File: src/rtl/keypad_pkg.sv
// keypad_pkg: shared types and constants for the 4x4 keypad scanner.
//   state_t   - scanner FSM states
//   NO_ROW    - active-low row value meaning "no key on this column"
//   KEY_MAP   - hex code per key, indexed by {row, col}
//   col_drive - active-low column drive pattern for a column index
package keypad_pkg;

    typedef enum logic [1:0] {SCAN, DEBOUNCE, HELD, RELEASE} state_t;

    localparam logic [3:0] NO_ROW = 4'hF;

    // Row-major keypad legend: r0 = 1 2 3 A, r1 = 4 5 6 B,
    // r2 = 7 8 9 C, r3 = E 0 F D.
    localparam logic [3:0] KEY_MAP [16] = '{
        4'h1, 4'h2, 4'h3, 4'hA,
        4'h4, 4'h5, 4'h6, 4'hB,
        4'h7, 4'h8, 4'h9, 4'hC,
        4'hE, 4'h0, 4'hF, 4'hD
    };

    function automatic logic [3:0] col_drive(input logic [1:0] col);
        return ~(4'b0001 << col);
    endfunction

endpackage

File: src/rtl/keypad_decode.sv
// keypad_decode: combinational key-position to hex-code lookup.
//   row_idx - row of the pressed key (0..3)
//   col_idx - column of the pressed key (0..3)
//   code    - 4-bit hex legend of that key
module keypad_decode
    import keypad_pkg::*;
(
    input  logic [1:0] row_idx,
    input  logic [1:0] col_idx,
    output logic [3:0] code
);

    assign code = KEY_MAP[{row_idx, col_idx}];

endmodule

File: src/rtl/keypad_scanner.sv
// keypad_scanner: scans a 4x4 matrix keypad one column at a time,
// debounces press and release of the detected key, and reports it once.
//   clk       - system clock
//   reset     - asynchronous, active-low reset
//   rows      - synchronized row lines, active-low, bit r = row r
//   cols      - column drive, active-low, exactly one bit low
//   key       - hex code of the last accepted key, held until the next one
//   key_valid - one-cycle pulse in the cycle key takes a new value
//   dbg_state - current FSM state, for observation only
//
// Output protocol: key_valid has no ready/backpressure. It is a single
// cycle strobe; the consumer must capture key in the cycle key_valid is 1.
// key stays stable afterwards, so late readers still see the last value.
module keypad_scanner
    import keypad_pkg::*;
#(
    parameter int SCAN_CYCLES     = 4,
    parameter int DEBOUNCE_CYCLES = 50000,
    parameter int CNT_W           = 16
) (
    input  logic       clk,
    input  logic       reset,
    input  logic [3:0] rows,
    output logic [3:0] cols,
    output logic [3:0] key,
    output logic       key_valid,
    output state_t     dbg_state
);

    localparam logic [CNT_W-1:0] SCAN_LAST = CNT_W'(SCAN_CYCLES - 1);
    localparam logic [CNT_W-1:0] DEB_LAST  = CNT_W'(DEBOUNCE_CYCLES - 1);

    state_t           state_q;
    logic [1:0]       col_q;
    logic [1:0]       row_q;
    logic [CNT_W-1:0] cnt_q;
    logic [3:0]       cols_q;
    logic [3:0]       key_q;
    logic             valid_q;

    logic [1:0]       hit_row;
    logic             cap_low;
    logic [3:0]       code;

    // Lowest-numbered low row wins: scanning downwards lets row 0 overwrite.
    always_comb begin
        hit_row = 2'd0;
        for (int r = 3; r >= 0; r--) begin
            if (!rows[r]) hit_row = 2'(r);
        end
    end

    // Only the captured row of the held column is watched after detection.
    assign cap_low = ~rows[row_q];

    keypad_decode u_decode (
        .row_idx (row_q),
        .col_idx (col_q),
        .code    (code)
    );

    // One counter serves as settle counter in SCAN and as debounce counter
    // elsewhere; every state exit clears it, so it never wraps.
    always_ff @(posedge clk or negedge reset) begin
        if (!reset) begin
            state_q <= SCAN;
            col_q   <= 2'd0;
            row_q   <= 2'd0;
            cnt_q   <= '0;
            cols_q  <= 4'b1110;
            key_q   <= 4'h0;
            valid_q <= 1'b0;
        end else begin
            valid_q <= 1'b0;
            case (state_q)
                SCAN: begin
                    if (cnt_q == SCAN_LAST) begin
                        cnt_q <= '0;
                        if (rows == NO_ROW) begin
                            col_q  <= col_q + 2'd1;
                            cols_q <= col_drive(col_q + 2'd1);
                        end else begin
                            row_q   <= hit_row;
                            state_q <= DEBOUNCE;
                        end
                    end else begin
                        cnt_q <= cnt_q + CNT_W'(1);
                    end
                end
                DEBOUNCE: begin
                    if (!cap_low) begin
                        // Bounce: abandon and move on without reporting.
                        cnt_q   <= '0;
                        col_q   <= col_q + 2'd1;
                        cols_q  <= col_drive(col_q + 2'd1);
                        state_q <= SCAN;
                    end else if (cnt_q == DEB_LAST) begin
                        cnt_q   <= '0;
                        key_q   <= code;
                        valid_q <= 1'b1;
                        state_q <= HELD;
                    end else begin
                        cnt_q <= cnt_q + CNT_W'(1);
                    end
                end
                HELD: begin
                    cnt_q <= '0;
                    if (!cap_low) state_q <= RELEASE;
                end
                RELEASE: begin
                    if (cap_low) begin
                        // Release glitch: still the same press, no new pulse.
                        cnt_q   <= '0;
                        state_q <= HELD;
                    end else if (cnt_q == DEB_LAST) begin
                        cnt_q   <= '0;
                        col_q   <= col_q + 2'd1;
                        cols_q  <= col_drive(col_q + 2'd1);
                        state_q <= SCAN;
                    end else begin
                        cnt_q <= cnt_q + CNT_W'(1);
                    end
                end
                default: begin
                    state_q <= SCAN;
                    cnt_q   <= '0;
                end
            endcase
        end
    end

    assign cols      = cols_q;
    assign key       = key_q;
    assign key_valid = valid_q;
    assign dbg_state = state_q;

endmodule

File: config.mk
export PLATFORM = sky130hd
export DESIGN_NAME = keypad_scanner
export DESIGN_NICKNAME = d
export VERILOG_FILES = /design/src/rtl/keypad_pkg.sv /design/src/rtl/keypad_decode.sv /design/src/rtl/keypad_scanner.sv
export SDC_FILE = /design/constraint.sdc
export NUM_CORES = 1
export LEC_CHECK = 0
export ABC_AREA = 1
export BUFFER_PORTS_ARGS = -buffer_cell sky130_fd_sc_hd__buf_4
export CAP_MARGIN = 20
export CORE_MARGIN = 5
export CORE_UTILIZATION = 50
export CTS_BUF_LIST = sky130_fd_sc_hd__clkbuf_8
export DETAILED_ROUTE_END_ITERATION = 10
export PLACE_DENSITY_LB_ADDON = 0.3
export SLEW_MARGIN = 10
export SYNTH_ARGS = -nofsm -noshare
export SYNTH_HDL_FRONTEND = slang
export SYNTH_SLANG_ARGS = --single-unit
File: constraint.sdc
create_clock -name clk -period 1.5 [get_ports clk]
set_input_delay 0.075 -clock clk [delete_from_list [all_inputs] [get_ports clk]]
set_output_delay 0.075 -clock clk [all_outputs]
set_load 0.01 [all_outputs]
==> summary.md <==
| Metric | Value |
|---|---|
| Total core area | `3420 sq um` |
| LEAKAGE | `0.00114 uW` |
| Root Buffer | `clkbuf_8` |
| Min Tclk post-route | `1540 ps` |
| Cell variety after synth | `28` |
| Clk pin slew, worst setup/hold paths | `60 ps` |
| Filler cells | `284` |
| Slowest cell delay on critical path | `400 ps` |
| Failing checks | `setup timing` |
| Power density cells | `1720 nW/um^2` |
| Worst Path Buf+Inv | `2` |
| Worst hold slack | `57.5 ps` |
| Drt drc | `0` |
| Worst-path maximum fanout | `16` |
| Die Wd | `69.9 um` |
| Least-Margin Pin Slew | `402 ps` |
| Synth warn | `0` |
| Post-synthesis average cell area | `7.97 sq um` |
| Endpoints failing hold | `0` |
| Wire length of the first global-routing pass | `6530 um` |
| Via density | `5.11` |
| Final setup viols | `23` |
| RSZ-0062 raised after global routing | `yes` |
| Nets | `282` |
| Total CTS buffers | `5` |
| Synthesized Nets | `238` |
| Crit path max-delay family | `flip-flops` |
| Clock Sinks | `31` |
| Critical path launch point type | `register` |
| Leading cell type in the layout, fill and taps excluded | `nand2_1` |
| Status | `finished, violations left` |
| Row cnt | `21` |
| Die area | `4890 sq um` |
| Post-Syn Instances | `225` |
| Area Growth Syn to Fin | `30.5%` |
| Total number of vias | `1616` |
| Peak supply drop | `0.931 mV` |
| Layout cell share with drive strength beyond 1 | `31.9%` |
| Final wirelength | `4000 um` |
| Max Slew Vio Count | `0` |
| Req. time, crit path | `1670 ps` |
| WL/cell | `12.7 um` |
| DRT antenna net count | `0` |
| Commonest non-fill, non-tap cells in the layout | `50 x nand2_1, 37 x buf_4, 35 x nor2_1` |
| Fmax | `650 MHz` |
| R2R setup slack | `-40 ps` |
| Critical-path cell list | `ha_4 > buf_6 > nand2_2 > nor2_1 > nand2_1 > nand2_2 > a21boi_4 > buf_12 > nor2_1` |
| Initial antenna violation count | `0` |
| Global Route Usage Sum | `16.3%` |
| Port bufs | `16` |
| Initial Util | `52.5%` |
| Pre-antenna DRT Iters | `4` |
| Crit share post-route | `102%` |
| DRT iter0 DRCs | `78` |
| Post-route cell area | `2340 sq um` |
| Max Root-Sink Buffers | `2` |
| CTS tree | `done` |
| HP Class | `input pin to register` |
| DP Cell Count | `300` |
| WS Path Type | `register to register` |
| Seq/Total Area, Yosys | `43.4%` |
| Reg area | `781 sq um` |
| Synthesized flop and latch total | `31` |
| Number of diodes | `0` |
| Worst slew margin | `73.2%` |
| Skew-Pair Late Insertion Delay | `290 ps` |
| I/O pin count | `17` |
| Max_cap viols | `0` |
| Placed cell areas | `2080 sq um` |
| Pin count of the biggest net entering global routing | `32` |
| Grt ovf | `0` |
| Final HPWL DP | `2640 um` |
| Crit path max-delay cell type | `dfrtp_1` |
| Arrival time at the worst endpoint | `1710 ps` |
| Die extent in y | `69.9 um` |
| H-tree levels | `2` |
| Clock skew | `9.63 ps` |
| Cell area after synthesis | `1790 sq um` |
| Vias in the first global route | `1526` |
| Endpoint class of the critical path | `register` |
| Non-Filler Instances | `316` |
| Placer Congestion | `0.817` |
| Crit path setup slack, layout | `-37.5 ps` |
| Post-layout util | `68.5%` |
| Multi-input gate area | `966 sq um` |
cell usage after synthesis:
cell type / instances / area share (%)
nand2_4: 1 / 0.63
nand2_2: 5 / 1.7
clkinv_1: 1 / 0.21
o21ai_1: 3 / 0.84
inv_1: 20 / 4.2
nand3b_1: 1 / 0.42
nor2_1: 39 / 8.2
o22ai_1: 1 / 0.35
xnor2_1: 2 / 0.98
o21ai_0: 11 / 3.1
xor2_1: 8 / 3.9
nand3_1: 6 / 1.7
a21oi_1: 5 / 1.4
ha_1: 7 / 4.9
nor2_4: 2 / 1.3
nand3_2: 4 / 2.2
nor3_2: 3 / 1.7
nor3_1: 6 / 1.7
nand4_1: 5 / 1.7
nand2_1: 56 / 12
inv_4: 1 / 0.35
a21boi_0: 1 / 0.42
a21boi_4: 1 / 1.0
buf_2: 2 / 0.56
buf_6: 2 / 1.3
dfstp_2: 3 / 4.4
dfrtp_1: 28 / 39
inv_2: 1 / 0.21
worst reg2reg max path: cells and delay by family (launching register included):
kind                       cells  cell delay [ps]
adders and majority gates      1              170
DFF                            1              400
and+or+nand+nor                5              400
buffers and inverters          2              250
AOI/OAI and AO/OA              1              210
power breakdown:
part | switching, uW | internal [uW]
Sequential | 184 | 1050
Clock | 319 | 537
Combinational | 1090 | 835
Total | 1600 | 2420
stage by stage:
stage / setup WS [ps] / TNS, ps / power (uW)
3_5_place_dp: -43.2 / -493 / 2990
4_1_cts: -43.9 / -691 / 3930
6_report: -37.5 / -506 / 4020
5_1_grt: -148 / -2990 / 4320
2_1_floorplan: 7.06 / 0 / 2390
3_3_place_gp: 3.31 / 0 / 2960
routing by layer:
metal  global-route usage [%]  vias to the layer above  part of all wire, %
met2                     26.7                       38                   50
met1                     20.0                      770                   43
met4                     6.38                        0                  2.0
li1                         -                      797                    -
met3                     4.88                       11                  4.9
met5                        0                        -                    0
repair_timing:
item	CTS	global route
gates resized for setup	8	17
hold endpoints to repair	28	0
pin swaps	9	10
buffers inserted	3	4
endpoints found under the setup margin	25	30
hold buffers	1	0
cloned	0	0
path summary, 6_finish.rpt:
check | startpoint | end | cells past startpoint
worst max-delay path | cnt_q[1] | cnt_q[14] | 9
worst max register to register | cnt_q[1] | cnt_q[14] | 9
max in group asynchronous | reset | cols[2] | 2
worst min-delay path | rows[0] | row_q[0] | 3
worst min register to register | cols[3] | cols[3] | 2
min in group asynchronous | reset | cnt_q[8] | 2
logic make-up after synthesis:
group | after synthesis | share of synthesized area [%]
buf+inv | 27 | 6.76
flops | 31 | 43.4
fa+ha+maj | 7 | 4.88
xor+xnor | 10 | 4.88
compound gates | 22 | 7.11
simple gates | 128 | 32.9
registers in the layout (all words and copies together), names as in the netlist, named ones only:
name       cells
cnt_q         16
cols           4
key            4
col_q          2
row_q          2
dbg_state      1
key_valid      1
final cells by class:
type                       count  share of cell area (%)
timing repair buffer          41                    14.1
clock buffer                   6                    3.53
multi-input combinational    167                    41.3
sequential                    31                    33.4
inverter                      23                    3.79
tap                           46                    2.46
clock inverter                 2                    1.50
No activity file was read; power rests on OpenSTA's default activity.
